### src/rtl/eth_tx_arbiter_if.sv
// Bundled per-port source streams and the single MAC-facing stream for eth_tx_arbiter.
// The arbiter takes the master view; sources plus MAC (or a bench) take the slave view.
interface eth_tx_arbiter_if #(
  parameter int NUM_PORTS = 2
);
  logic [NUM_PORTS-1:0]    s_tvalid;
  logic [64*NUM_PORTS-1:0] s_tdata;
  logic [8*NUM_PORTS-1:0]  s_tkeep;
  logic [NUM_PORTS-1:0]    s_tlast;
  logic [NUM_PORTS-1:0]    s_tuser;
  logic [NUM_PORTS-1:0]    s_tready;

  logic        m_tvalid;
  logic [63:0] m_tdata;
  logic [7:0]  m_tkeep;
  logic        m_tlast;
  logic        m_tuser;
  logic        m_tready;

  modport master (
    input  s_tvalid, s_tdata, s_tkeep, s_tlast, s_tuser, m_tready,
    output s_tready, m_tvalid, m_tdata, m_tkeep, m_tlast, m_tuser
  );

  modport slave (
    output s_tvalid, s_tdata, s_tkeep, s_tlast, s_tuser, m_tready,
    input  s_tready, m_tvalid, m_tdata, m_tkeep, m_tlast, m_tuser
  );
endinterface

### src/rtl/eth_tx_arbiter.sv
// Packet-granular round-robin arbiter feeding the 10G MAC transmit stream.
// Grants are held for a whole frame; optional forced idle gap after each frame.
//
// state | meaning
// IDLE  | no grant; pick next requester searching from last_grant+1
// XFER  | grant held; granted source wired straight through to the MAC
// GAP   | forced idle after a frame; gap_cnt_q down-counts to 0
module eth_tx_arbiter #(
  parameter int NUM_PORTS  = 2,
  parameter int GAP_CYCLES = 0
) (
  input  logic                    eth_clk,
  input  logic                    sys_rst,
  eth_tx_arbiter_if.master        bus,
  output logic [2:0]              grant_id,
  output logic                    busy,
  output logic [32*NUM_PORTS-1:0] frame_cnt
);

  typedef enum logic [1:0] {IDLE, XFER, GAP} state_e;

  localparam logic [2:0] LAST_RST = 3'(NUM_PORTS - 1);
  localparam logic [7:0] GAP_LOAD = 8'((GAP_CYCLES > 0) ? GAP_CYCLES - 1 : 0);

  state_e                  state_q, state_d;
  logic [2:0]              grant_q, grant_d;
  logic [2:0]              last_grant_q, last_grant_d;
  logic [7:0]              gap_cnt_q, gap_cnt_d;
  logic [32*NUM_PORTS-1:0] frame_cnt_q, frame_cnt_d;

  logic       hi_found, lo_found;
  logic [2:0] hi_pick, lo_pick, pick;
  logic       tlast_done;

  // Descending scan leaves the lowest index in each pick; "hi" only sees ports above last_grant.
  always_comb begin
    hi_found = 1'b0;
    lo_found = 1'b0;
    hi_pick  = '0;
    lo_pick  = '0;
    for (int i = NUM_PORTS - 1; i >= 0; i--) begin
      if (bus.s_tvalid[i]) begin
        lo_found = 1'b1;
        lo_pick  = 3'(i);
        if (3'(i) > last_grant_q) begin
          hi_found = 1'b1;
          hi_pick  = 3'(i);
        end
      end
    end
    pick = hi_found ? hi_pick : lo_pick;
  end

  always_comb begin
    bus.s_tready = '0;
    bus.m_tvalid = 1'b0;
    bus.m_tdata  = '0;
    bus.m_tkeep  = '0;
    bus.m_tlast  = 1'b0;
    bus.m_tuser  = 1'b0;
    if (state_q == XFER) begin
      for (int i = 0; i < NUM_PORTS; i++) begin
        if (3'(i) == grant_q) begin
          bus.m_tvalid    = bus.s_tvalid[i];
          bus.m_tdata     = bus.s_tdata[64*i +: 64];
          bus.m_tkeep     = bus.s_tkeep[8*i +: 8];
          bus.m_tlast     = bus.s_tlast[i];
          bus.m_tuser     = bus.s_tuser[i];
          bus.s_tready[i] = bus.m_tready;
        end
      end
    end
  end

  assign tlast_done = (state_q == XFER) && bus.m_tvalid && bus.m_tready && bus.m_tlast;

  always_comb begin
    state_d      = state_q;
    grant_d      = grant_q;
    last_grant_d = last_grant_q;
    gap_cnt_d    = gap_cnt_q;
    frame_cnt_d  = frame_cnt_q;
    unique case (state_q)
      IDLE: begin
        if (lo_found) begin
          grant_d = pick;
          state_d = XFER;
        end
      end
      XFER: begin
        if (tlast_done) begin
          last_grant_d = grant_q;
          for (int i = 0; i < NUM_PORTS; i++) begin
            if (3'(i) == grant_q) begin
              frame_cnt_d[32*i +: 32] = frame_cnt_q[32*i +: 32] + 32'd1;
            end
          end
          if (GAP_CYCLES > 0) begin
            state_d   = GAP;
            gap_cnt_d = GAP_LOAD;
          end else begin
            state_d = IDLE;
          end
        end
      end
      GAP: begin
        if (gap_cnt_q == 8'd0) begin
          state_d = IDLE;
        end else begin
          gap_cnt_d = gap_cnt_q - 8'd1;
        end
      end
      default: state_d = IDLE;
    endcase
  end

  always_ff @(posedge eth_clk) begin
    if (sys_rst) begin
      state_q      <= IDLE;
      grant_q      <= '0;
      last_grant_q <= LAST_RST;
      gap_cnt_q    <= '0;
      frame_cnt_q  <= '0;
    end else begin
      state_q      <= state_d;
      grant_q      <= grant_d;
      last_grant_q <= last_grant_d;
      gap_cnt_q    <= gap_cnt_d;
      frame_cnt_q  <= frame_cnt_d;
    end
  end

  assign grant_id  = grant_q;
  assign busy      = (state_q != IDLE);
  assign frame_cnt = frame_cnt_q;

endmodule
### src/flat_wrapper.sv
// flat-port wrapper written by rule: the top's interface ports become plain ports
module eth_tx_arbiter_flat 
#(
  parameter int NUM_PORTS  = 2,
  parameter int GAP_CYCLES = 0
)
  (eth_clk, sys_rst, grant_id, busy, frame_cnt, bus_s_tvalid, bus_s_tdata, bus_s_tkeep, bus_s_tlast, bus_s_tuser, bus_m_tready, bus_s_tready, bus_m_tvalid, bus_m_tdata, bus_m_tkeep, bus_m_tlast, bus_m_tuser);
  eth_tx_arbiter_if #(.NUM_PORTS(NUM_PORTS)) bus_i ();
  input  logic eth_clk;
  input  logic sys_rst;
  output logic [2:0] grant_id;
  output logic busy;
  output logic [32*NUM_PORTS-1:0] frame_cnt;
  input wire logic [$bits(bus_i.s_tvalid)-1:0] bus_s_tvalid;
  input wire logic [$bits(bus_i.s_tdata)-1:0] bus_s_tdata;
  input wire logic [$bits(bus_i.s_tkeep)-1:0] bus_s_tkeep;
  input wire logic [$bits(bus_i.s_tlast)-1:0] bus_s_tlast;
  input wire logic [$bits(bus_i.s_tuser)-1:0] bus_s_tuser;
  input wire logic [$bits(bus_i.m_tready)-1:0] bus_m_tready;
  output wire logic [$bits(bus_i.s_tready)-1:0] bus_s_tready;
  output wire logic [$bits(bus_i.m_tvalid)-1:0] bus_m_tvalid;
  output wire logic [$bits(bus_i.m_tdata)-1:0] bus_m_tdata;
  output wire logic [$bits(bus_i.m_tkeep)-1:0] bus_m_tkeep;
  output wire logic [$bits(bus_i.m_tlast)-1:0] bus_m_tlast;
  output wire logic [$bits(bus_i.m_tuser)-1:0] bus_m_tuser;
  assign bus_i.s_tvalid = bus_s_tvalid;
  assign bus_i.s_tdata = bus_s_tdata;
  assign bus_i.s_tkeep = bus_s_tkeep;
  assign bus_i.s_tlast = bus_s_tlast;
  assign bus_i.s_tuser = bus_s_tuser;
  assign bus_i.m_tready = bus_m_tready;
  assign bus_s_tready = bus_i.s_tready;
  assign bus_m_tvalid = bus_i.m_tvalid;
  assign bus_m_tdata = bus_i.m_tdata;
  assign bus_m_tkeep = bus_i.m_tkeep;
  assign bus_m_tlast = bus_i.m_tlast;
  assign bus_m_tuser = bus_i.m_tuser;
  eth_tx_arbiter #(.NUM_PORTS(NUM_PORTS), .GAP_CYCLES(GAP_CYCLES)) u_core (.eth_clk(eth_clk), .sys_rst(sys_rst), .bus(bus_i), .grant_id(grant_id), .busy(busy), .frame_cnt(frame_cnt));
endmodule
### config.mk
export PLATFORM = sky130hd
export DESIGN_NAME = eth_tx_arbiter_flat
export DESIGN_NICKNAME = d
export VERILOG_FILES = /design/src/rtl/eth_tx_arbiter_if.sv /design/src/rtl/eth_tx_arbiter.sv /design/src/flat_wrapper.sv
export SDC_FILE = /design/constraint.sdc
export NUM_CORES = 1
export LEC_CHECK = 0
export CORE_AREA = 2 2 117 119
export CTS_CLUSTER_SIZE = 10
export DETAILED_ROUTE_END_ITERATION = 6
export DIE_AREA = 0 0 119 121
export PLACE_DENSITY = 0.77
export SYNTH_ARGS = -nofsm -noshare
export SYNTH_HDL_FRONTEND = slang
export SYNTH_SLANG_ARGS = --single-unit
export TNS_END_PERCENT = 100
### constraint.sdc
create_clock -name eth_clk -period 2.3 [get_ports eth_clk]
set_input_delay 0.69 -clock eth_clk [delete_from_list [all_inputs] [get_ports eth_clk]]
set_output_delay 0.69 -clock eth_clk [all_outputs]
set_load 0.05 [all_outputs]
==> impl_metrics.toml <==
[die]
core_area_mm2 = 0.0131
rows = 42
top_level_ports = 298
dieArea_mm2 = 0.0144
die_w_um = 119
initial_core_util_pct = 34.3
dieHeight_um = 121

[synthesis]
avgSynthCellArea_um2 = 8.49
netlist_top_cells_count = "nor2b_1, mux2i_1, dfxtp_1"
synth.most_common_cell = "nor2b_1"
synthArstFlopShare_pct = 0
synth_cells = 528
ys_seq_area_share_pct = 29.9
synth_edf_count = 0
synth.largest_area_cell = "dfxtp_1"
synth.area.top_cells = "dfxtp_1, mux2i_1, nor2b_1"
ys_ff_latch = 67
ys_warn_count = 0
synth_top_area_share_pct = 29.9
synth_cell_types = 48
syn-cell-area_mm2 = 0.00448
synth_top_flop_cell = "dfxtp_1"

[power]
clkPwrFrac_pct = 36.2
powerDensity_mw_per_mm2 = 454
p_leak_nw = 4.04
intPower_w = 0.00307
ir_worst_vdd_mv = 0.352
power_w = 0.00433
seqPwrFrac_pct = 27.1
switching_share_pct = 29.2
switchingPower_w = 0.00126
combPwrFrac_pct = 36.7

[critical_path]
path_class = "flop to primary output"
slowest_delay_ps = 850
cp_num_buf_inv = 1
cpMaxStageDelayCell = "clkdlybuf4s50_1"
cp.required_ps = 1610
critical_path.max_fanout = 5
crit_family = "buffers and inverters"
crit_chain = "clkdlybuf4s50_1"
critPathCaptureType = "primary output"
start_kind = "flop"
critPathArrivalTime_ps = 1600

[clock_tree]
h-tree-depth = 3
cts_buffers = 9
cts_buffer_depth = 2
cts_tree = "built"
clkSinkCount = 67
clkLatencyLatePin_ps = 330
clkTransAtPathRegs_ps = 50
cts_hold_buf = 0
clockRootBuffer = "clkbuf_16"

[cells_and_area]
nets = 996
drive_gt1_share_pct = 33.2
layout-area-overhead-vs-synth_pct = 113
final_cell_area_mm2 = 0.00954

[timing]
finClkSkew_ps = 5.92
worst_slack_ps = 13.9
slew_headroom_pct = 65.2
rsz0062_at_grt = "yes"
final.setup.tns_ps = 0
setup_violations = 0
fmax_ghz = 0.437
final_max_slew_viol_count = 0
hold_violations = 0
finalCritPeriodShare_pct = 99.4
finalCriticalPeriod_ps = 2290
worst_pin_slew_ps = 521

[place]
io_buffer_count = 295
routabilityCongestion = 0.893
pre_cts_slack_ps = -275
dp.final_hpwl_um = 14900
placed_cell_area_mm2 = 0.00899

[global_route]
grt_pass1_wl_um = 28600
grt_use_total_pct = 25.2
grt_antenna_before_repair = 1
first_global_vias = 5385
gr-total-overflow = 0
grt_max_degree = 58

[route]
antenna_left = 0
drt-total-wl_um = 18700
drt-initial-drc-count = 383
num_vias = 5141
wl_per_cell_um = 18.3
drc = 0
viasPerCell = 5.03
drtPass1Iterations = 4

[min_path]
hp-class = "flop to flop"

[status]
status = "complete, no violations"

[job]
cap_violations = 0
-- power by group through the flow --
stage	Combinational (W)	Sequential [W]	Clock [W]
2_1_floorplan	0.000728	0.00120	0
3_3_place_gp	0.00153	0.00121	0
3_5_place_dp	0.00155	0.00121	0
4_1_cts	0.00157	0.00118	0.00158
5_1_grt	0.00165	0.00118	0.00163
6_report	0.00159	0.00118	0.00157
-- worst register-to-register path, stage by stage (launching register included) --
cell     delay [ps]
dfxtp_1         450
nand4_2         240
nor3_4          360
nand4_1         260
or3_1           440
a21oi_1         180
-- flip-flops by register name (all words and copies together), names as in the netlist --
register / cells
u_core.frame_cnt: 64
u_core.grant_id: 1
u_core.last_grant_q: 1
u_core.state_q: 1
-- cells in the final DEF (no fill, tap or decap), types with 20 or more instances in the layout --
master / n
xor2_1: 32
xnor2_1: 21
nor2b_4: 60
dlymetal6s2s_1: 24
dfxtp_1: 65
nand4_1: 27
nand3_1: 23
buf_12: 82
buf_4: 66
mux2i_1: 53
clkdlybuf4s50_1: 151
nor2_1: 63
mux2i_2: 20
-- final cells by class --
type | count | area (um^2)
inverters | 6 | 22.5
fillers | 869 | 3540
well taps | 176 | 220
diodes | 1 | 2.50
flip-flops and latches | 67 | 1350
repair buffers | 335 | 4050
clock buffers | 10 | 229
clock inverters | 6 | 113
multi-input cells | 422 | 3560
-- cell families after synthesis --
| logic type | Yosys count | synth area share (%) |
|---|---|---|
| and+or+nand+nor | 271 | 34.7 |
| muxes | 79 | 17.7 |
| DFF | 67 | 29.9 |
| xor gates and xnor gates | 53 | 10.4 |
| buffers and inverters | 40 | 4.49 |
| AOI/OAI and AO/OA | 15 | 2.21 |
| adders and majority gates | 2 | 0.558 |
| other | 1 | 0.0837 |
-- routing by layer --
layer | vias up | part of all wire, % | GRT usage, %
met5 | - | 0 | 0
met4 | 0 | 3.5 | 9.97
met3 | 40 | 8.8 | 9.59
met2 | 204 | 55 | 47.6
met1 | 2432 | 33 | 24.5
li1 | 2465 | - | -
-- repair_timing --
item                                    4_1_cts  5_1_grt
gates resized for setup                      27       41
endpoints found under the setup margin       69       51
buffers inserted                              4        1
-- path summary, 6_finish.rpt --
path	startpoint	to	slack, ps	depth (start not counted)
min reg2reg	u_core.last_grant_q[0]	u_core.last_grant_q[0]	490	1
max reg2reg	u_core.frame_cnt[37]	u_core.frame_cnt[58]	310	5
max	u_core.frame_cnt[33]	frame_cnt[33]	10	1
min	u_core.last_grant_q[0]	u_core.last_grant_q[0]	490	1
-- stage by stage --
stage                     utilization (%)  instances  hold WS (ps)
after floorplan                         -        529           436
after global placement               68.7       1003           445
after detailed placement             68.7       1003           466
after CTS                            71.8       1021           481
after global routing                 72.9       1022           496
final                                72.9       1023           489
(Power assumes the default switching activity.)
